[src/rtl/stg_ma_mp_pkg.sv]
// Shared definitions for the MA stage: pointer-width helper, pointer modes and
// the bit layout of the opaque sideband payload packed upstream.
package stg_ma_mp_pkg;

    typedef enum int {
        PTR_FREE_RUN = 0,
        PTR_ON_XFER  = 1
    } ptr_mode_e;

    // Sideband payload layout (PAY_W = 96)
    localparam int PAY_PC_LSB     = 0;
    localparam int PAY_PC_W       = 24;
    localparam int PAY_INSTR_LSB  = 24;
    localparam int PAY_INSTR_W    = 24;
    localparam int PAY_OPC_LSB    = 48;
    localparam int PAY_OPC_W      = 8;
    localparam int PAY_TGT_GP_LSB = 56;
    localparam int PAY_TGT_GP_W   = 4;
    localparam int PAY_TGT_SR_LSB = 60;
    localparam int PAY_TGT_SR_W   = 2;
    localparam int PAY_TGT_AR_LSB = 62;
    localparam int PAY_TGT_AR_W   = 2;
    localparam int PAY_RES_LSB    = 64;
    localparam int PAY_RES_W      = 24;
    localparam int PAY_CR_LSB     = 88;
    localparam int PAY_CR_W       = 8;

    function automatic int ptr_width(input int num_ports);
        return (num_ports > 1) ? $clog2(num_ports) : 1;
    endfunction

endpackage

[src/rtl/stg_ma_skid.sv]
// Two-entry output/skid register with valid/ready handshake and flush.
// The low TAG_W bits of the skid entry are exported for hazard checks upstream.
module stg_ma_skid #(
    parameter int W     = 8,
    parameter int TAG_W = 1
) (
    input  logic             iw_clk,
    input  logic             iw_rst_n,
    input  logic             iw_valid,
    input  logic [W-1:0]     iw_data,
    output logic             ow_ready,
    input  logic             iw_flush,
    output logic             ow_valid,
    output logic [W-1:0]     ow_data,
    input  logic             iw_ready,
    output logic             ow_s_valid,
    output logic [TAG_W-1:0] ow_s_tag
);

    logic         o_valid_reg;
    logic         s_valid_reg;
    logic [W-1:0] o_data_reg;
    logic [W-1:0] s_data_reg;
    logic         accept;

    assign accept = iw_valid && !s_valid_reg;

    always_ff @(posedge iw_clk or negedge iw_rst_n) begin
        if (!iw_rst_n) begin
            o_valid_reg <= 1'b0;
            s_valid_reg <= 1'b0;
            o_data_reg  <= '0;
            s_data_reg  <= '0;
        end else if (iw_flush) begin
            o_valid_reg <= 1'b0;
            s_valid_reg <= 1'b0;
        end else if (o_valid_reg && iw_ready) begin
            // Draining: the skid entry always goes first to keep FIFO order
            if (s_valid_reg) begin
                o_data_reg  <= s_data_reg;
                s_valid_reg <= 1'b0;
            end else if (accept) begin
                o_data_reg <= iw_data;
            end else begin
                o_valid_reg <= 1'b0;
            end
        end else if (accept) begin
            if (!o_valid_reg) begin
                o_valid_reg <= 1'b1;
                o_data_reg  <= iw_data;
            end else begin
                s_valid_reg <= 1'b1;
                s_data_reg  <= iw_data;
            end
        end
    end

    assign ow_ready   = !s_valid_reg;
    assign ow_valid   = o_valid_reg;
    assign ow_data    = o_data_reg;
    assign ow_s_valid = s_valid_reg;
    assign ow_s_tag   = s_data_reg[TAG_W-1:0];

endmodule

[src/rtl/stg_ma_mp.sv]
// MA pipeline stage: skid-buffered bundle plus a bank of registered memory-address
// ports allocated by a rotating pointer. Optional STG_MA_ALIGN_CHK_EN adds a 48-bit alignment fault.
module stg_ma_mp
    import stg_ma_mp_pkg::*;
#(
    parameter int ADDR_W    = 24,
    parameter int PAY_W     = 96,
    parameter int NUM_PORTS = 2,
    parameter int PTR_MODE  = 0
) (
    input  logic                              iw_clk,
    input  logic                              iw_rst_n,
    input  logic                              iw_valid,
    output logic                              ow_ready,
    input  logic                              iw_mem_req,
    input  logic                              iw_wide,
    input  logic [ADDR_W-1:0]                 iw_addr,
    input  logic [PAY_W-1:0]                  iw_payload,
    input  logic                              iw_flush,
    output logic                              ow_valid,
    input  logic                              iw_ready,
    output logic [PAY_W-1:0]                  ow_payload,
    output logic                              ow_mem_req,
    output logic                              ow_wide,
    output logic [ptr_width(NUM_PORTS)-1:0]   ow_mem_port,
    output logic [NUM_PORTS*ADDR_W-1:0]       ow_mem_addr,
    output logic                              ow_fault
);

    localparam int PTR_W  = ptr_width(NUM_PORTS);
    localparam int TAG_W  = 1 + PTR_W;
    localparam int BASE_W = TAG_W + 1 + PAY_W;
`ifdef STG_MA_ALIGN_CHK_EN
    localparam int ENT_W  = BASE_W + 1;
`else
    localparam int ENT_W  = BASE_W;
`endif
    localparam bit ON_XFER = (PTR_MODE == int'(PTR_ON_XFER));

    logic [PTR_W-1:0] r_ptr_reg;
    logic [PTR_W-1:0] ptr_next;
    logic [PTR_W-1:0] port_in;
    logic             skid_ready;
    logic             o_valid;
    logic             s_valid;
    logic [TAG_W-1:0] s_tag;
    logic [ENT_W-1:0] in_ent;
    logic [ENT_W-1:0] o_ent;
    logic             fault_in;
    logic             mem_eff;
    logic             conflict;
    logic             acc;

    // Entry layout, LSB first: mem_req, port, wide, payload[, fault]
`ifdef STG_MA_ALIGN_CHK_EN
    assign fault_in = iw_mem_req && iw_wide && iw_addr[0];
    assign in_ent   = {fault_in, iw_payload, iw_wide, port_in, mem_eff};
    assign ow_fault = o_valid && o_ent[ENT_W-1];
`else
    assign fault_in = 1'b0;
    assign in_ent   = {iw_payload, iw_wide, port_in, mem_eff};
    assign ow_fault = 1'b0;
`endif

    assign mem_eff = iw_mem_req && !fault_in;
    assign port_in = mem_eff ? r_ptr_reg : '0;

    // A port still referenced by a held memory bundle must not be handed out again
    assign conflict = ON_XFER &&
                      ((o_valid && o_ent[0]  && (o_ent[1 +: PTR_W]  == r_ptr_reg)) ||
                       (s_valid && s_tag[0]  && (s_tag[1 +: PTR_W]  == r_ptr_reg)));

    assign ow_ready = skid_ready && !conflict;
    assign acc      = iw_valid && ow_ready && !iw_flush;
    assign ptr_next = (r_ptr_reg == PTR_W'(NUM_PORTS - 1)) ? '0 : r_ptr_reg + PTR_W'(1);

    always_ff @(posedge iw_clk or negedge iw_rst_n) begin
        if (!iw_rst_n) begin
            r_ptr_reg <= '0;
        end else if (!ON_XFER || (acc && mem_eff)) begin
            r_ptr_reg <= ptr_next;
        end
    end

    genvar gi;
    generate
        for (gi = 0; gi < NUM_PORTS; gi++) begin : g_port
            logic [ADDR_W-1:0] port_addr_reg;

            always_ff @(posedge iw_clk or negedge iw_rst_n) begin
                if (!iw_rst_n) begin
                    port_addr_reg <= '0;
                end else if (acc && mem_eff && (r_ptr_reg == PTR_W'(gi))) begin
                    port_addr_reg <= iw_addr;
                end
            end

            assign ow_mem_addr[gi*ADDR_W +: ADDR_W] = port_addr_reg;
        end
    endgenerate

    stg_ma_skid #(
        .W     (ENT_W),
        .TAG_W (TAG_W)
    ) u_skid (
        .iw_clk     (iw_clk),
        .iw_rst_n   (iw_rst_n),
        .iw_valid   (iw_valid && ow_ready),
        .iw_data    (in_ent),
        .ow_ready   (skid_ready),
        .iw_flush   (iw_flush),
        .ow_valid   (o_valid),
        .ow_data    (o_ent),
        .iw_ready   (iw_ready),
        .ow_s_valid (s_valid),
        .ow_s_tag   (s_tag)
    );

    assign ow_valid    = o_valid;
    assign ow_mem_req  = o_ent[0];
    assign ow_mem_port = o_ent[1 +: PTR_W];
    assign ow_wide     = o_ent[TAG_W];
    assign ow_payload  = o_ent[TAG_W+1 +: PAY_W];

endmodule

[config.mk]
export PLATFORM = sky130hd
export DESIGN_NAME = stg_ma_mp
export DESIGN_NICKNAME = d
export VERILOG_FILES = /design/src/rtl/stg_ma_mp_pkg.sv /design/src/rtl/stg_ma_skid.sv /design/src/rtl/stg_ma_mp.sv
export SDC_FILE = /design/constraint.sdc
export NUM_CORES = 1
export LEC_CHECK = 0
export CAP_MARGIN = 10
export CORE_ASPECT_RATIO = 0.7
export CORE_MARGIN = 2
export CORE_UTILIZATION = 49
export DETAILED_ROUTE_END_ITERATION = 8
export PLACE_DENSITY_LB_ADDON = 0.3
export SLEW_MARGIN = 10
export SYNTH_ARGS = -nofsm -noshare
export SYNTH_HDL_FRONTEND = slang
export SYNTH_SLANG_ARGS = --single-unit
[constraint.sdc]
create_clock -name iw_clk -period 2.04 [get_ports iw_clk]
set_input_delay 0.204 -clock iw_clk [delete_from_list [all_inputs] [get_ports iw_clk]]
set_output_delay 0.204 -clock iw_clk [all_outputs]
set_load 0.03 [all_outputs]
; ---- Yosys cells after proc, flatten, opt, wreduce, memory -nomap -nowiden
; Cells that the tools add are included.
[classes]
n_addsub = 1
n_eq_ne = 3
muxes = 16
bitwise = 3
n_reduce_logical = 17
[op_table]
columns = operator, count
row1 = $mux 99, 5
row2 = $mux 1, 11
row3 = $reduce_and 4->1, 2
row4 = $logic_and 1x1->1, 7
row5 = $ne 3x3->1 const B, 2
row6 = $reduce_bool 3->1, 2
row7 = $reduce_bool 2->1, 2
row8 = $not 1->1, 3
row9 = $reduce_and 3->1, 1
row10 = $logic_not 1->1, 2
row11 = $ne 2x2->1 const B, 1
row12 = $reduce_and 2->1, 1
row13 = $add 1x1->1 const B, 1
[word_totals]
regBits = 249
input_bits = 127
output_inout_bits = 150
elab_cells = 47

; ---- Longest topological paths before layout
; Gate-level depths: netlist (run 1).
[logic_depth]
ltp_word = 7
ltp_mapped = 6
depth_no_buf = 3

; ---- Cells and area by module
; A second synthesis (run 1) with hierarchy kept.
[unflattened]
cells_unflattened = 652
hier_area_um2 = 10570.1
[by_module_without_submodules]
columns = mod, instances, cells_per_inst, area_each_um2, seq_area_each_um2
row1 = stg_ma_skid, 1, 542, 8602.0, 5004.8
row2 = stg_ma_mp, 1, 110, 1968.1, 1226.2

; ---- Least setup slack after synthesis (run 1)
; OpenSTA, ideal clock, no wires.
[synth_timing]
path_type = reg-to-reg
start = register u_skid.o_valid_reg (netlist: u_skid.ow_valid)
end = register u_skid.o_data_reg[88] (netlist: u_skid.ow_data[88])
setup_time_ps = 125
arrival_ps = 1882
required_time_ps = 1915
path_slack_ps = 34
stages_incl_launch_ff = 7
path_buffers = 3
period_less_slack_ps = 2006
path_cell_list = dfrtp_1 buf_2 nand2_1 a221oi_2 buf_4 buf_6 mux2_2
[synth_via]
elab_chain_len = 3
elab_cells_between_ends = 5
cone_classes = 1 x eq/ne / 1 x mux / 3 x reduce/logical
[synth_lines]
columns = element, line_no
row1 = from (decl), stg_ma_skid.sv:20  ; logic o_valid_reg;
row2 = from (signal assigned), stg_ma_skid.sv:30  ; o_valid_reg <= 1'b0;
row3 = from (signal assigned), stg_ma_skid.sv:35  ; o_valid_reg <= 1'b0;
row4 = from (signal assigned), stg_ma_skid.sv:45  ; o_valid_reg <= 1'b0;
row5 = $logic_and 1x1->1, stg_ma_skid.sv:37  ; end else if (o_valid_reg && iw_ready) begin
row6 = $ne 2x2->1 (no line) or $reduce_bool 2->1 (tied branches), n/a
row7 = $reduce_and 4->1 (no line), n/a
row8 = to (signal assigned), stg_ma_skid.sv:40  ; o_data_reg <= s_data_reg;
row9 = to (signal assigned), stg_ma_skid.sv:43  ; o_data_reg <= iw_data;
row10 = to (signal assigned), stg_ma_skid.sv:50  ; o_data_reg <= iw_data;
row11 = to (decl), stg_ma_skid.sv:22  ; logic [W-1:0] o_data_reg;
; Several ways; a longest one is shown, not always the timed one.
; A chain may end at the register's enable or synchronous reset.

; ---- Final worst setup path (run 1)
[layout_timing]
start = register u_skid.s_valid_reg (netlist: u_skid.ow_s_valid)
end = output ow_ready
[layout_via]
elab_chain_len = 1
[layout_lines]
columns = element, line_no
row1 = from (decl), stg_ma_skid.sv:21  ; logic s_valid_reg;
row2 = from (signal assigned), stg_ma_skid.sv:31  ; s_valid_reg <= 1'b0;
row3 = from (signal assigned), stg_ma_skid.sv:36  ; s_valid_reg <= 1'b0;
row4 = from (signal assigned), stg_ma_skid.sv:41  ; s_valid_reg <= 1'b0;
row5 = $logic_not 1->1, stg_ma_skid.sv:58  ; assign ow_ready = !s_valid_reg;
row6 = to (decl), stg_ma_mp.sv:14  ; output logic ow_ready,
; No other way between the ends.

==> results.cfg, run 1 <==
[status]
status = finished, final reports clean

[synthesis]
yosysWarnings = 0
synthXorXnorAreaFrac_pct = 0
netlist_instances = 649
netlist_top_cells_area = dfrtp_1, mux2_2, buf_2, clkbuf_1, buf_4
yosysUniqueCellTypes = 18
syn-cell-area_um2 = 10400
synth-compound-area-share_pct = 0.360
syn_nets = 776
yosys.area.top_type = dfrtp_1
yosys.area_share.adder_pct = 0
synth_top_family_by_area = multiplexers
synthMuxAreaShare_pct = 37.3
avgSynthCellArea_um2 = 16.1
ys_seq_area_share_pct = 59.8
ys_seq_elements = 249
yosys.area.top_type_share_pct = 59.8
synth-simple-area-share_pct = 0.528

[sta]
hold_viol = 0
period_needed_ps = 1970
period_share_pct = 96.7
setup_viol = 0
fin_skew_ps = 6.24
rsz0062_at_grt = false
max_clock_freq_mhz = 507
fin_setup_tns_ps = 0
drv_slew = 0

[clock_tree]
insertion_delay_ps = 510
clock-root-buffer = clkbuf_16
htreeDepth = 1
numCtsBuffers = 24
clk_pin_slew_ps = 60
cts_tree = yes
clockBufferDepth = 3
cts.sinks = 249

[detailed_routing]
vias = 6327
drc = 0
drtIter0Drc = 294
avgRoutedWirePerCell_um = 18.9
vias_per_cell = 5.12
ant_nets = 0
dr.pass1.iters = 6
routed_wl_um = 23400

[die]
fp.dieW_um = 178
die_area_um2 = 22500
initial_core_util_pct = 50.1
core-area_um2 = 20800
fp-row-count = 44
io_pins = 277
die_h_um = 126

[min_path]
hp-class = input pin to async pin

[setup_path]
slowest_delay_ps = 680
path_class = flip-flop to output port
arrival_ps = 1770
worstPathCellList = inv_1, clkdlybuf4s50_1
crit_family = buffers and inverters
crit_fanout = 7
cp-start-kind = flip-flop
cp.required_ps = 1840
cp-end-kind = output port
worst-path-buf-inv = 2
worst_path_max_delay_cell = clkdlybuf4s50_1

[grt]
antenna_found_initial = 1
grt_overflow = 0
grt_pass1_vias = 7009
grt_max_degree = 64
grtUsageTotal_pct = 20.7
grt_pass1_wl_um = 36900

[cells_and_area]
antenna_cells = 0
syn_to_final_growth_pct = 40.0
stdcell_count = 1235
drive_gt1_share_pct = 43.4
fin_nets = 1071
fin_area_um2 = 14600

[power]
vdd_ir_drop_max_mv = 0.664
power.density_nw_per_um2 = 1070
p_total_mw = 15.5
leakage_nw = 6.11

[placement]
port_buffers = 275
placed_area_um2 = 13800
gp_congestion = 0.750
hpwl_um = 16200
dp.cells = 1193

[run]
cap_violations = 0
-- final timing paths --
kind	start	to	slack, ps	depth (start not counted)
worst min register to register	u_skid.s_data_reg[1]	u_skid.s_data_reg[1]	500	1
max in group asynchronous	iw_rst_n	u_skid.ow_data[98]	1190	3
worst max register to register	u_skid.ow_s_valid	u_skid.s_data_reg[49]	120	5
worst max-delay path	u_skid.ow_s_valid	ow_ready	70	2
worst min-delay path	iw_rst_n	g_port[1].port_addr_reg[4]	180	2
min in group iw_clk	iw_ready	u_skid.ow_s_valid	310	2
-- repair_timing --
| item | 4_1_cts | 5_1_grt |
|---|---|---|
| buffers inserted | 0 | 0 |
| endpoints found under the setup margin | 0 | 1 |
| gates resized for setup | 0 | 1 |
| hold buffers | 1 | 0 |
| hold endpoints to repair | 249 | 0 |
-- worst register-to-register path: cells and delay by family (launching register included) --
kind | cells | cell delay [ps]
DFF | 1 | 470
and+or+nand+nor | 2 | 560
muxes | 1 | 370
buffers and inverters | 2 | 410
-- cell usage in the layout, fill, tap and decap left out --
cell,instances
nand3_4,1
mux2_2,345
a221oi_4,1
dfrtp_1,249
dlygate4sd3_1,1
clkinv_2,4
nand2_1,2
buf_4,12
buf_12,19
and2_1,2
inv_1,3
clkbuf_16,25
o21ai_0,1
buf_8,1
a21oi_1,2
dlymetal6s2s_1,1
nor4bb_1,1
nand2b_1,1
conb_1,1
clkbuf_8,6
a211oi_1,1
clkdlybuf4s50_1,273
clkinvlp_4,1
clkbuf_1,5
nor4b_2,1
-- per-stage QoR --
step                      hold WS (ps)  util [%]  setup WS [ps]
after floorplan                  -91.6         -           33.6
after global placement             125      66.4           1.93
after detailed placement           123      66.4           7.68
after CTS                          172      70.1           16.8
after global routing               202      70.1           31.8
final                              184      70.1           68.3
-- routing by layer --
layer | global-route usage (%) | vias to the layer above | share of wire (%)
li1 | - | 2911 | -
met1 | 26.9 | 3180 | 42
met2 | 32.7 | 194 | 46
met3 | 8.42 | 40 | 9.7
met4 | 4.64 | 2 | 2.1
met5 | 0 | - | 0.056
-- area by class of cell --
cell class,count,area [um2]
Sequential cell,249,6230
Multi-Input combinational cell,359,4010
Timing Repair Buffer,307,3240
Inverter,3,11.3
Fill cell,1439,6220
Clock inverter,5,27.5
Tap cell,276,345
Clock buffer,36,727
-- cells in the mapped netlist --
library cell	instances
a211oi_1	1
a21oi_1	2
a221oi_2	1
and2_1	2
buf_2	23
buf_4	4
buf_6	1
clkbuf_1	10
conb_1	1
dfrtp_1	249
inv_1	3
mux2_2	345
nand2_1	2
nand2b_1	1
nand3_2	1
nor4b_1	1
nor4bb_1	1
o21ai_0	1
-- logic make-up (layout without fill, tap and decap cells) --
family	after synthesis	after routing
other	1	1
multiplexers	345	345
AO/OA/AOI/OAI	5	5
flip-flops	249	249
AND/OR/NAND/NOR	8	8
buffers and inverters	41	351
-- where the power goes --
part           total, mW  internal [mW]  switching, mW
logic               4.54           2.32           2.22
registers           6.73           6.12          0.611
clock network       4.28           2.45           1.83
total               15.5           10.9           4.66
No activity file was read; power rests on OpenSTA's default activity.
==> run 2, diff against run 1 <==
--- a/config.mk
+++ b/config.mk
@@ -8,9 +8,11 @@
 export CAP_MARGIN = 10
 export CORE_ASPECT_RATIO = 0.7
 export CORE_MARGIN = 2
-export CORE_UTILIZATION = 49
+export CORE_UTILIZATION = 60
 export DETAILED_ROUTE_END_ITERATION = 8
+export DONT_BUFFER_PORTS = 1
 export PLACE_DENSITY_LB_ADDON = 0.3
+export RECOVER_POWER = 25
 export SLEW_MARGIN = 10
 export SYNTH_ARGS = -nofsm -noshare
 export SYNTH_HDL_FRONTEND = slang
==> results.cfg, run 2 (synthesis gave the netlist of run 1 again) <==
[cells_and_area]
drive_gt1_share_pct = 50.7
final_util_pct = 74.8
nFillCells = 994
seq_area_um2 = 6230
fin_area_um2 = 12800
mostFrequentLayoutCells = mux2_2, dfrtp_1, dlygate4sd3_1
stdcell_count = 1024
multi_input_area_um2 = 4010
fin_nets = 905
final_common_cell = mux2_2
syn_to_final_growth_pct = 22.6
antenna_cells = 0

[sta]
holdWs_ps = -592
maxSlewHeadroom_pct = 64.1
fin_skew_ps = 14.5
setup_viol = 0
worstMarginPinSlew_ps = 539
drv_slew = 0
rsz0062_at_grt = true
period_share_pct = 97.8
period_needed_ps = 2000
max_clock_freq_mhz = 501
hold_viol = 249

[setup_path]
cp-end-kind = flip-flop
crit_fanout = 58
arrival_ps = 2370
cp.required_ps = 2410
r2r_slack_ps = 40
cp-start-kind = flip-flop
r2r_cells = 4
path_class = flip-flop to flip-flop

[power]
power.density_nw_per_um2 = 1100
vdd_ir_drop_max_mv = 0.761
leakage_nw = 5.42

[placement]
port_buffers = 0
hpwl_um = 14400
dp.cells = 859
placed_area_um2 = 10800
gp_congestion = 0.773

[clock_tree]
insertion_delay_ps = 500
clk_pin_slew_ps = 60
cts_tree = yes
numCtsBuffers = 23
cts.sinks = 249
clockBufferDepth = 3
cts_hold_buf = 125
cts_setup_buffers = 0
htreeDepth = 1
clock-root-buffer = clkbuf_16

[die]
fp-row-count = 40
die_area_um2 = 18400
core-area_um2 = 17100
io_pins = 277
die_h_um = 114
fp.dieW_um = 161
initial_core_util_pct = 61.0

[grt]
grt_overflow = 0
grt_max_degree = 250
grtUsageTotal_pct = 24.3
antenna_found_initial = 0
grt_pass1_wl_um = 35700
grt_pass1_vias = 6608

[detailed_routing]
vias = 5844
vias_per_cell = 5.71
drc = 0
routed_wl_um = 22500
dr.pass1.iters = 4
drtIter0Drc = 298
ant_nets = 0
avgRoutedWirePerCell_um = 22.0

[min_path]
hp-class = input pin to async pin

[run]
cap_violations = 0

[status]
violations = negative hold slack
status = complete, but fails checks
-- run 2: cell types whose count changed in the layout (fill, tap and decap cells not counted), sizes merged --
cell           change
buf               -15
clkinv             +2
clkdlybuf4s50    -273
dlygate4sd3      +124
clkbuf             -4
bufinv             +1
dlymetal6s2s       -1
-- run 2: cell type report --
type                       count  area share (%)
sequential                   249            48.8
timing repair buffer         142            11.8
multi-input combinational    359            31.4
inverter                       3          0.0882
tap                          231            2.26
clock inverter                 8           0.529
clock buffer                  32            5.16
-- run 2: per-layer routing --
metal	track usage, %	part of all wire, %	wire length, um	vias up
met5	0	0	0	-
met4	8.15	3.3	742	0
met3	8.15	8.5	1920	51
met2	41.7	49	11100	229
met1	29.3	39	8760	2991
li1	-	-	-	2573
-- run 2: worst paths after layout --
path	from	end
max in group asynchronous	iw_rst_n	u_skid.ow_data[11]
min in group iw_clk	iw_payload[20]	u_skid.ow_data[23]
min	iw_rst_n	u_skid.s_data_reg[91]
max	u_skid.ow_s_valid	u_skid.ow_data[10]
min reg2reg	u_skid.s_data_reg[14]	u_skid.s_data_reg[14]
max reg2reg	u_skid.ow_s_valid	u_skid.ow_data[10]
-- run 2: where the power goes --
| part | total, mW | switching [mW] | internal [mW] |
|---|---|---|---|
| Combinational | 1.70 | 0.522 | 1.18 |
| Clock | 4.14 | 1.76 | 2.38 |
| Sequential | 8.20 | 2.10 | 6.10 |
-- run 2: through the flow --
| stage | power [mW] | hold WS, ps | worst slack, ps | TNS (ps) |
|---|---|---|---|---|
| 2_1_floorplan | 9.22 | -91.6 | 33.6 | 0 |
| 3_3_place_gp | 9.54 | -87.0 | 108 | 0 |
| 3_5_place_dp | 9.74 | -88.7 | 82.5 | 0 |
| 4_1_cts | 14.1 | -618 | 68.9 | 0 |
| 5_1_grt | 14.6 | -612 | -14.9 | -83.2 |
| 6_report | 14.0 | -592 | 44.8 | 0 |
-- run 2: timing repair --
item,CTS,global route
gates resized for setup,0,1
setup endpoints to repair,0,53
hold endpoints to repair,492,249
-- run 2: worst max-delay path, cell delays in order, from the launching register on --
cell and delay [ps]:
dfrtp_1 470, nand2b_1 260, a221oi_4 370, buf_12 350
mux2_2 390
